File: src/rtl/fill_rect.sv
// Rectangle filler: walks an inclusive, screen-clipped rectangle in column-major
// order and emits one pixel write per accepted handshake.
module fill_rect #(
    parameter int unsigned H_RES    = 160,
    parameter int unsigned V_RES    = 120,
    parameter int unsigned X_W      = 8,
    parameter int unsigned Y_W      = 7,
    parameter int unsigned COLOUR_W = 3
) (
    input  logic                clk,
    input  logic                rst,
    input  logic                start,
    input  logic [1:0]          mode,
    input  logic [COLOUR_W-1:0] colour_in,
    input  logic [X_W-1:0]      x0,
    input  logic [X_W-1:0]      x1,
    input  logic [Y_W-1:0]      y0,
    input  logic [Y_W-1:0]      y1,
    input  logic                plot_ready,
    output logic                done,
    output logic [X_W-1:0]      vga_x,
    output logic [Y_W-1:0]      vga_y,
    output logic [COLOUR_W-1:0] vga_colour,
    output logic                vga_plot
);

    localparam int unsigned XY_W  = (X_W > Y_W) ? X_W : Y_W;
    localparam int unsigned EXT_W = (XY_W > COLOUR_W) ? XY_W : COLOUR_W;

    localparam logic [X_W-1:0] X_MAX = X_W'(H_RES - 1);
    localparam logic [Y_W-1:0] Y_MAX = Y_W'(V_RES - 1);

    typedef enum logic [1:0] {
        ST_IDLE  = 2'd0,
        ST_SETUP = 2'd1,
        ST_FILL  = 2'd2,
        ST_DONE  = 2'd3
    } state_t;

    state_t                r_state;
    state_t                w_state_nxt;

    logic [1:0]            r_mode;
    logic [COLOUR_W-1:0]   r_colour_in;
    logic [X_W-1:0]        r_x0;
    logic [X_W-1:0]        r_x1;
    logic [Y_W-1:0]        r_y0;
    logic [Y_W-1:0]        r_y1;

    logic [X_W-1:0]        r_x;
    logic [Y_W-1:0]        r_y;
    logic [COLOUR_W-1:0]   r_vga_colour;
    logic                  r_plot;
    logic                  r_done;

    logic [X_W-1:0]        w_x1_clip;
    logic [Y_W-1:0]        w_y1_clip;
    logic                  w_empty;
    logic [X_W-1:0]        w_x_nxt;
    logic [Y_W-1:0]        w_y_nxt;
    logic [COLOUR_W-1:0]   w_colour_nxt;

    // Pattern colour for a pixel; both coordinates are zero-extended before mixing.
    function automatic logic [COLOUR_W-1:0] pattern_colour(
        input logic [1:0]          m,
        input logic [COLOUR_W-1:0] c,
        input logic [X_W-1:0]      px,
        input logic [Y_W-1:0]      py
    );
        logic [EXT_W-1:0] xe;
        logic [EXT_W-1:0] ye;
        xe = EXT_W'(px);
        ye = EXT_W'(py);
        case (m)
            2'd0:    pattern_colour = c;
            2'd1:    pattern_colour = COLOUR_W'(xe);
            2'd2:    pattern_colour = COLOUR_W'(ye);
            default: pattern_colour = COLOUR_W'(xe ^ ye);
        endcase
    endfunction

    assign w_x1_clip    = (r_x1 > X_MAX) ? X_MAX : r_x1;
    assign w_y1_clip    = (r_y1 > Y_MAX) ? Y_MAX : r_y1;
    assign w_empty      = (r_x0 > w_x1_clip) || (r_y0 > w_y1_clip);
    assign w_colour_nxt = pattern_colour(r_mode, r_colour_in, w_x_nxt, w_y_nxt);

    // Next state and next scan position
    always_comb begin
        w_state_nxt = r_state;
        w_x_nxt     = r_x;
        w_y_nxt     = r_y;
        case (r_state)
            ST_IDLE: begin
                if (start) begin
                    w_state_nxt = ST_SETUP;
                end
            end
            ST_SETUP: begin
                if (w_empty) begin
                    w_state_nxt = ST_DONE;
                end else begin
                    w_state_nxt = ST_FILL;
                    w_x_nxt     = r_x0;
                    w_y_nxt     = r_y0;
                end
            end
            ST_FILL: begin
                if (plot_ready) begin
                    if (r_y != r_y1) begin
                        w_y_nxt = r_y + Y_W'(1);
                    end else if (r_x != r_x1) begin
                        w_y_nxt = r_y0;
                        w_x_nxt = r_x + X_W'(1);
                    end else begin
                        w_state_nxt = ST_DONE;
                    end
                end
            end
            ST_DONE: begin
                if (!start) begin
                    w_state_nxt = ST_IDLE;
                end
            end
            default: w_state_nxt = ST_IDLE;
        endcase
    end

    always_ff @(posedge clk) begin
        if (rst) begin
            r_state      <= ST_IDLE;
            r_mode       <= '0;
            r_colour_in  <= '0;
            r_x0         <= '0;
            r_x1         <= '0;
            r_y0         <= '0;
            r_y1         <= '0;
            r_x          <= '0;
            r_y          <= '0;
            r_vga_colour <= '0;
            r_plot       <= 1'b0;
            r_done       <= 1'b0;
        end else begin
            r_state <= w_state_nxt;
            r_x     <= w_x_nxt;
            r_y     <= w_y_nxt;
            r_plot  <= (w_state_nxt == ST_FILL);
            r_done  <= (w_state_nxt == ST_DONE);
            if (w_state_nxt == ST_FILL) begin
                r_vga_colour <= w_colour_nxt;
            end
            // Request parameters are captured once; later input changes are ignored
            if (r_state == ST_IDLE && start) begin
                r_mode      <= mode;
                r_colour_in <= colour_in;
                r_x0        <= x0;
                r_x1        <= x1;
                r_y0        <= y0;
                r_y1        <= y1;
            end
            if (r_state == ST_SETUP) begin
                r_x1 <= w_x1_clip;
                r_y1 <= w_y1_clip;
            end
        end
    end

    assign done       = r_done;
    assign vga_plot   = r_plot;
    assign vga_x      = r_x;
    assign vga_y      = r_y;
    assign vga_colour = r_vga_colour;

endmodule

File: config.mk
export PLATFORM = sky130hd
export DESIGN_NAME = fill_rect
export DESIGN_NICKNAME = d
export VERILOG_FILES = /design/src/rtl/fill_rect.sv
export SDC_FILE = /design/constraint.sdc
export NUM_CORES = 1
export LEC_CHECK = 0
export ABC_AREA = 1
export BUFFER_PORTS_ARGS = -buffer_cell sky130_fd_sc_hd__clkbuf_2
export CORE_MARGIN = 2
export CORE_UTILIZATION = 55
export CTS_CLUSTER_SIZE = 40
export DETAILED_ROUTE_END_ITERATION = 8
export PLACE_DENSITY = 0.78
export SLEW_MARGIN = 40
export SYNTH_ARGS = -nofsm -noshare
export SYNTH_HDL_FRONTEND = slang
export SYNTH_SLANG_ARGS = --single-unit
File: constraint.sdc
create_clock -name clk -period 3.5 [get_ports clk]
set_input_delay 0.35 -clock clk [delete_from_list [all_inputs] [get_ports clk]]
set_output_delay 0.35 -clock clk [all_outputs]
set_load 0.01 [all_outputs]
-- Word-level counts from Yosys, hierarchy flattened
Cells that the tools add are included.
- mux-type cells: 24
- eq/ne operators: 9
- bitwise operators: 1
- reduce and logical (&&, ||, !) cells: 5
- magnitude comparators: 4
- $add $sub $neg: 2
- operators with widths (cell ; number):
    2-to-1 mux 8 bit ; 7
    2-to-1 mux 7 bit ; 7
    case mux 8 bit (2 select lines) ; 1
    case mux 7 bit (2 select lines) ; 1
    equality test 2 bit (second input constant) ; 5
    2-to-1 mux 2 bit ; 5
    case mux 3 bit (3 select lines) ; 1
    adder 8 x 1 -> 8 bit (second input constant) ; 1
    greater-than comparator 8 bit ; 1
    greater-than comparator 8 bit (second input constant) ; 1
    != test 8 bit ; 1
    case mux 2 bit (4 select lines) ; 1
    adder 7 x 1 -> 7 bit (second input constant) ; 1
    greater-than comparator 7 bit ; 1
    greater-than comparator 7 bit (second input constant) ; 1
    != test 7 bit ; 1
    equality test 2 x 1 -> 1 bit (second input constant) ; 2
    zero test 2 bit ; 2
    XOR 3 bit ; 1
    nonzero test 2 bit ; 1
    logical AND 1 bit ; 1
    logical OR 1 bit ; 1
    2-to-1 mux 1 bit ; 1
- register bits after elaboration: 57
- word-level logic and storage cells: 57
- input port bits: 39
- output and inout port bits: 20

-- Longest topological paths before layout
Gate-level depths: netlist of the first run.
- word-level depth: 8
- gate-level depth with buffers: 22
- mapped depth without buffers: 22

-- Least setup slack after synthesis of the first run
Ideal clock, no wire load.
- kind: register -> register
- start: register r_x1[5]
- end: register r_vga_colour[0] (netlist: vga_colour[0])
- data arrival time: 2462 ps
- stages on the path, launching flop included: 20
- setup slack: 929 ps
- clock period less this slack: 2571 ps
- buffers on the path: 0
- cell sequence: dfxtp_1 o21ai_0 inv_1 nor2_1 ha_1 nand2_1 o21ai_0 nand2_1 o211ai_1 o21ai_4 nand2_8 nand2_1 o211ai_1 nand2_1 nand2_1 clkinv_2 nor2_1 nor2_1 nand2_1 inv_1
- longest elaborated chain between the ends: 8
- elaborated cells between the ends (all ways): 23
- classes of those cells: order compare: 2; eq/ne: 2; mux: 17; bitwise: 1; reduce/logical: 1
- RTL lines (what ; line ; text):
    start, declared ; 46 ; logic [X_W-1:0] r_x1;
    start signal, assigned ; 161 ; r_x1 <= w_x1_clip;
    greater-than comparator 8 bit ; 82 ; assign w_x1_clip = (r_x1 > X_MAX) ? X_MAX : r_x1;
    2-to-1 mux 8 bit ; 82 ;
    greater-than comparator 8 bit ; 84 ; assign w_empty = (r_x0 > w_x1_clip) || (r_y0 > w_y1_clip);
    logical OR 1 bit ; 84 ;
    2-to-1 mux 8 bit / 2-to-1 mux 7 bit (equally long branches) ; 99 ; if (w_empty) begin
    case mux 8 bit (2 select lines) / case mux 7 bit (2 select lines) (equally long branches) ; 92 ; case (r_state)
    XOR 3 bit ; 78 ; default: pattern_colour = COLOUR_W'(xe ^ ye);
    case mux 3 bit (3 select lines) ; 74 ; case (m)
    end signal, assigned ; 149 ; r_vga_colour <= w_colour_nxt;
    end, declared ; 52 ; logic [COLOUR_W-1:0] r_vga_colour;
Parallel ways exist; a longest one is shown, timed or not.
A chain may end at the register's enable or synchronous reset.

-- Worst setup path after layout of the first run
- start: register r_x1[6]
- end: register r_vga_colour[1] (netlist: vga_colour[1])
The elaborated chain is that of the path after synthesis.

==> metrics, run 1 <==
most used cell, CP=nand2_1; Hold Startpoint=y1[2]; crit share post-route=0.8229; fin. max-slew vios=0; first-pass GRT wire length=15950 µm; Clock Pin Slew Worst Setup and Hold Paths=70 ps; CP top delay family=simple AND/OR/NAND/NOR gates; DRC Markers=4; CP Launch Point=r_x1[6]; Worst Tran Pin Value=730.9 ps; wirelength, routed=9634 µm; crit end category=register; ant diodes=0; Final Core Density=0.6622; status=finished with violations; commonest non-fill, non-tap cell in the layout=nand2_1; Startpoint Class=register; max cap viols=0; worst vdd ir=470.0 µV; setup_tns=0 ps; drt first-iter violations=300; Post CTS Setup Buffer Count=0; # rows=29; Ports=59; post-synthesis cell count=534; CTS Sinks=57; Post-CTS Hold Fix Bufs=0; pwr dens=968.4 nW/µm²; CP Cell Sequence=o21ai_0, buf_4, inv_1, nor2_1, ha_1, nand2_1, o21ai_0, nand2_1, o211ai_1, o21ai_4, nand2_8, nand2_1, o211ai_1, nand2_1, nand2_1, clkinv_2, nor2_1, nor2_1, nand2_1, inv_1; RSZ-0062 raised after global routing=no; CP peak stage delay=410 ps; routability-driven placement congestion ratio=0.9270; CP max stage cell=dfxtp_1; Syn. warnings=0; failing checks=design-rule violations; post-detail-place hpwl=7349 µm; Leakage Power=1.973 nW; clock period minus worst slack=2880 ps; crit path max fanout=10; final hold violations=0; WL per Instance=14.34 µm; area of the die=7356 µm²; Seq/Total Area, Yosys=0.3103; # nets final=650; footprint of the multi-input gates=2233 µm²; final setup violation count=0; Resized Gates After CTS=0; I/O Buffers=58; Setup CP Type=register to register; Die Ht=85.77 µm; Syn Area/Cell=6.886 µm²; initial antenna violation count=0; total number of vias=3664; post-route ant nets=0; DIE WIDTH=85.77 µm; Clock Skew=10.14 ps; FF+latch area=1141 µm²; GRT overflow=0; Relative slew margins=0.5109; vias in the first global route=3432; CTS tree=built; CTS H-tree depth=3; Max Fclk=347.2 MHz; WP data arrival=3120 ps; root buffer cell=clkbuf_8; largest net degree at the start of global routing=37; first-pass iteration count of the detailed router=7; layout cells sized above 1=0.1849; origin of the critical flop-to-flop path=r_x1[6]; most frequent cells in the layout=nand2_1 (108), nor2_1 (63), clkbuf_2 (58); Synthesized Nets=594; Buf/Inv on CP=4; worst path required time=3740 ps; worst hold margin=263.4 ps; # fillers=567; synthesized area=3677 µm²; Initial Util=0.5726; worst skew pair latency=340 ps; CORE AREA=6422 µm²; GRT Overall Usage=0.2763; Max Buffers Root-to-Sink=2; number of synthesized register bits=57; Netlist cell types=40; total CTS buffers=9; Synth-to-Final Area Change=15.65%; Tightest Hold Check Type=input pin to register; vias per cell=5.452
-- metal layers --
metal  vias up  GRT usage  routed length (µm)
met2       124     0.4503                4500
met5         -          0                   0
met1      1638     0.3538                4417
li1       1876          -                   -
met4         0     0.1255                 267
met3        26    0.05390                 448
-- worst paths after layout --
path	slack (ps)	to	cells after the start
worst max-delay path	620	vga_colour[1]	20
worst min-delay path	260	r_y1[2]	3
worst min register to register	470	r_colour_in[0]	2
worst max register to register	620	vga_colour[1]	20
-- registers in the layout (all words and copies together) (netlist names) --
register / flops
vga_colour: 3
r_x0: 8
r_y1: 7
vga_y: 7
vga_plot: 1
done: 1
r_x1: 8
r_state: 2
r_colour_in: 3
vga_x: 8
r_y0: 7
r_mode: 2
-- worst min-delay path, delay by kind of cell --
family                 cells  cell delay [ps]
AO/OA/AOI/OAI              1               70
buffers and inverters      1               80
AND/OR/NAND/NOR            1               50
-- where the power goes --
part	total, W	switching (W)	internal (W)
Clock	0.000736	0.000277	0.000459
Sequential	0.00101	0.000184	0.000827
Combinational	0.00237	0.00158	0.000793
Total	0.00412	0.00204	0.00208
-- per-stage QoR --
step	total power [W]	worst slack [ps]	cell area [µm²]	cells
2_1_floorplan	0.002839	928.9	3677	534
3_3_place_gp	0.003300	826.7	4014	656
3_5_place_dp	0.003366	665.0	4014	656
4_1_cts	0.004108	663.9	4253	672
5_1_grt	0.004509	216.9	4253	672
6_report	0.004118	620.0	4253	672
-- synth_stat cells (all sizes together) --
master  count  area (µm²)
nand2     119       513.0
nor2       67       276.5
dfxtp      57        1141
inv        56       210.2
o21ai      48       262.8
nand3      45       240.2
a21oi      38       205.2
ha         21       262.8
xor2       15       131.4
clkbuf     13       48.80
a31oi      11       68.82
xnor2       7       61.31
a22oi       5       37.54
a211oi      4       30.03
buf         4       31.27
nand3b      4       30.03
nand4       4       25.02
o22ai       4       25.02
clkinv      3       12.51
o211ai      3       22.52
nor3        2       10.01
or2         2       12.52
a21boi      1       11.26
o21bai      1       7.510
-- cells by family after synthesis --
kind of cell	after synthesis	share of synthesized area
and+or+nand+nor	243	0.3011
AOI/OAI and AO/OA	115	0.1824
buffers and inverters	76	0.08234
DFF	57	0.3103
xor gates and xnor gates	22	0.05240
adders and majority gates	21	0.07145
-- final cells by class --
cell class,instances,share of cell area
clock inverter,4,0.01736
clock buffer,12,0.03883
timing repair buffer,62,0.07532
multi-input combinational,401,0.5252
tap,77,0.02265
sequential,57,0.2683
inverter,59,0.05237
No activity file was read; power rests on OpenSTA's default activity.
==> inputs of run 2 (changes only) <==
==> constraint.sdc (replaced) <==
create_clock -name clk -period 2.7 [get_ports clk]
set_input_delay 0.27 -clock clk [delete_from_list [all_inputs] [get_ports clk]]
set_output_delay 0.27 -clock clk [all_outputs]
set_load 0.01 [all_outputs]
==> metrics, run 2 (synthesis results as in run 1) <==
Die Ht=85.77 µm (unchanged); CTS H-tree depth=3 (unchanged); Initial Util=0.5726 (unchanged); DIE WIDTH=85.77 µm (unchanged); most frequent cells in the layout=nand2_1 (106), nor2_1 (62), clkbuf_2 (58) (was nand2_1 (108), nor2_1 (63), clkbuf_2 (58)); Worst Tran Pin Value=779.2 ps (was 730.9 ps); GRT Overall Usage=0.2895 (was 0.2763); Startpoint Class=register (unchanged); I/O Buffers=58 (unchanged); vias in the first global route=3539 (was 3432); commonest non-fill, non-tap cell in the layout=nand2_1 (unchanged); # rows=29 (unchanged); routability-driven placement congestion ratio=0.9105 (was 0.9270); post-route setup slack=104.5 ps (was 620.0 ps); Reg2Reg Setup Slack=100 ps (was 620 ps); CP peak stage delay=320 ps (was 410 ps); final setup violation count=0 (unchanged); fin. max-slew vios=0 (unchanged); Clock power frac=0.134 (was 0.179); Ports=59 (unchanged); initial antenna violation count=0 (unchanged); WL per Instance=15.31 µm (was 14.34 µm); CP Cell Sequence=o21ai_2, buf_6, nand2_1, ha_4, nand2_1, nor2_2, nand2_1, o211ai_1, o21ai_4, buf_12, buf_4, nand3_1, nand3_2, a21boi_2, nand3_1, nand3_1, nand3_1, nand2_1, inv_1 (was o21ai_0, buf_4, inv_1, nor2_1, ha_1, nand2_1, o21ai_0, nand2_1, o211ai_1, o21ai_4, nand2_8, nand2_1, o211ai_1, nand2_1, nand2_1, clkinv_2, nor2_1, nor2_1, nand2_1, inv_1); Psw=0.002855 W (was 0.002039 W); root buffer cell=clkbuf_8 (unchanged); clock period minus worst slack=2596 ps (was 2880 ps); Net Sw Frac=0.5108 (was 0.4952); total CTS buffers=9 (unchanged); layout cells sized above 1=0.2184 (was 0.1849); first-pass GRT wire length=16790 µm (was 15950 µm); Setup CP Type=register to register (unchanged); Final Non-Filler Cells=686 (was 672); Clock Skew=6.605 ps (was 10.14 ps); Max Fclk=385.3 MHz (was 347.2 MHz); post-route ant nets=0 (unchanged); Relative slew margins=0.4786 (was 0.5109); Clock Pin Slew Worst Setup and Hold Paths=70 ps (about the same); area of the die=7356 µm² (unchanged); crit path max fanout=6 (was 10); Buf/Inv on CP=4 (unchanged); final hold violations=0 (unchanged); post-detail-place hpwl=7879 µm (was 7349 µm); max cap viols=0 (unchanged); pwr dens=1281 nW/µm² (was 968.4 nW/µm²); Design Area, Final=4364 µm² (was 4253 µm²); worst path required time=2950 ps (was 3740 ps); first-pass iteration count of the detailed router=7 (unchanged); CTS Sinks=57 (unchanged); Internal Pwr Total=0.002734 W (was 0.002079 W); ant diodes=0 (unchanged); Max Buffers Root-to-Sink=2 (unchanged); Leakage Power=2.029 nW (was 1.973 nW); dpl ws=94.55 ps (was 665.0 ps); Pwr Total=0.005589 W (was 0.004118 W); failing checks=design-rule violations (unchanged); largest net degree at the start of global routing=36 (was 37); Synth-to-Final Area Change=18.68% (was 15.65%); crit share post-route=0.9613 (was 0.8229); worst vdd ir=643.9 µV (was 470.0 µV); CP top delay family=simple AND/OR/NAND/NOR gates (unchanged); dpl cell area=4089 µm² (was 4014 µm²); Post-CTS Hold Fix Bufs=0 (unchanged); Placed Instances=666 (was 656); worst skew pair latency=350 ps (was 340 ps); Comb power frac=0.633 (was 0.576); WP data arrival=2840 ps (was 3120 ps); CTS tree=built (unchanged); Flop pwr share=0.233 (was 0.246); CORE AREA=6422 µm² (unchanged); drt first-iter violations=326 (was 300); GRT overflow=0 (unchanged); crit end category=register (unchanged); status=finished with violations (unchanged); Tightest Hold Check Type=input pin to register (unchanged); wirelength, routed=10500 µm (was 9634 µm); DRC Markers=4 (unchanged); total number of vias=3886 (was 3664); vias per cell=5.665 (was 5.452); # nets final=665 (was 650); CP max stage cell=dfxtp_1 (unchanged)
run 2: cell count changes in the layout (fill, tap and decap cells not counted), sizes merged:
cell,before,now
nand2,119,120
clkinvlp,0,1
clkbuf,70,71
buf,4,18
clkinv,5,4
bufinv,2,0
run 2: power groups by stage:
| stage | clock (W) | combinational (W) | sequential [W] |
|---|---|---|---|
| floorplan | 0 | 0.00240 | 0.00128 |
| detailed placement | 0 | 0.00317 | 0.00130 |
| CTS | 0.000751 | 0.00319 | 0.00128 |
| finish | 0.000750 | 0.00354 | 0.00130 |
| global placement | 0 | 0.00309 | 0.00129 |
| global route | 0.000800 | 0.00389 | 0.00132 |
run 2: final cells by class:
type	count	area [µm²]
Timing Repair Buffer	76	441.7
Tap cell	77	96.34
Multi-Input combinational cell	402	2278
Fill cell	565	2058
Clock inverter	2	12.51
Inverter	59	222.7
Sequential cell	57	1144
Clock buffer	13	168.9
run 2: path summary, 6_finish.rpt:
path	start	endpoint	cells after the start
worst max-delay path	r_x1[6]	vga_colour[0]	19
worst min-delay path	x1[3]	r_x1[3]	3
worst max register to register	r_x1[6]	vga_colour[0]	19
worst min register to register	r_colour_in[0]	r_colour_in[0]	2
run 2: per-stage QoR:
| step | hold WS [ps] | utilization | setup TNS [ps] |
|---|---|---|---|
| 2_1_floorplan | 430.0 | - | 0 |
| 3_3_place_gp | 448.1 | 0.6367 | 0 |
| 3_5_place_dp | 450.7 | 0.6367 | 0 |
| 4_1_cts | 169.8 | 0.6649 | 0 |
| 5_1_grt | 192.0 | 0.6795 | -96.86 |
| 6_report | 172.5 | 0.6795 | 0 |
run 2: timing repair:
item | CTS | global route
gates resized for setup | 0 | 13
endpoints found under the setup margin | 0 | 12
setup buffers | 0 | 4
run 2: metal layers:
metal  GRT usage  vias up  share of wire
li1            -     1904              -
met1      0.3762     1758           0.43
met2      0.4695      195           0.47
met3     0.04524       29          0.063
met4      0.1400        0          0.035
met5           0        -              0
run 2: tightest hold or removal path, stage by stage:
cell and delay, ps:
clkbuf_2 80, nand2_1 50, a31oi_1 70
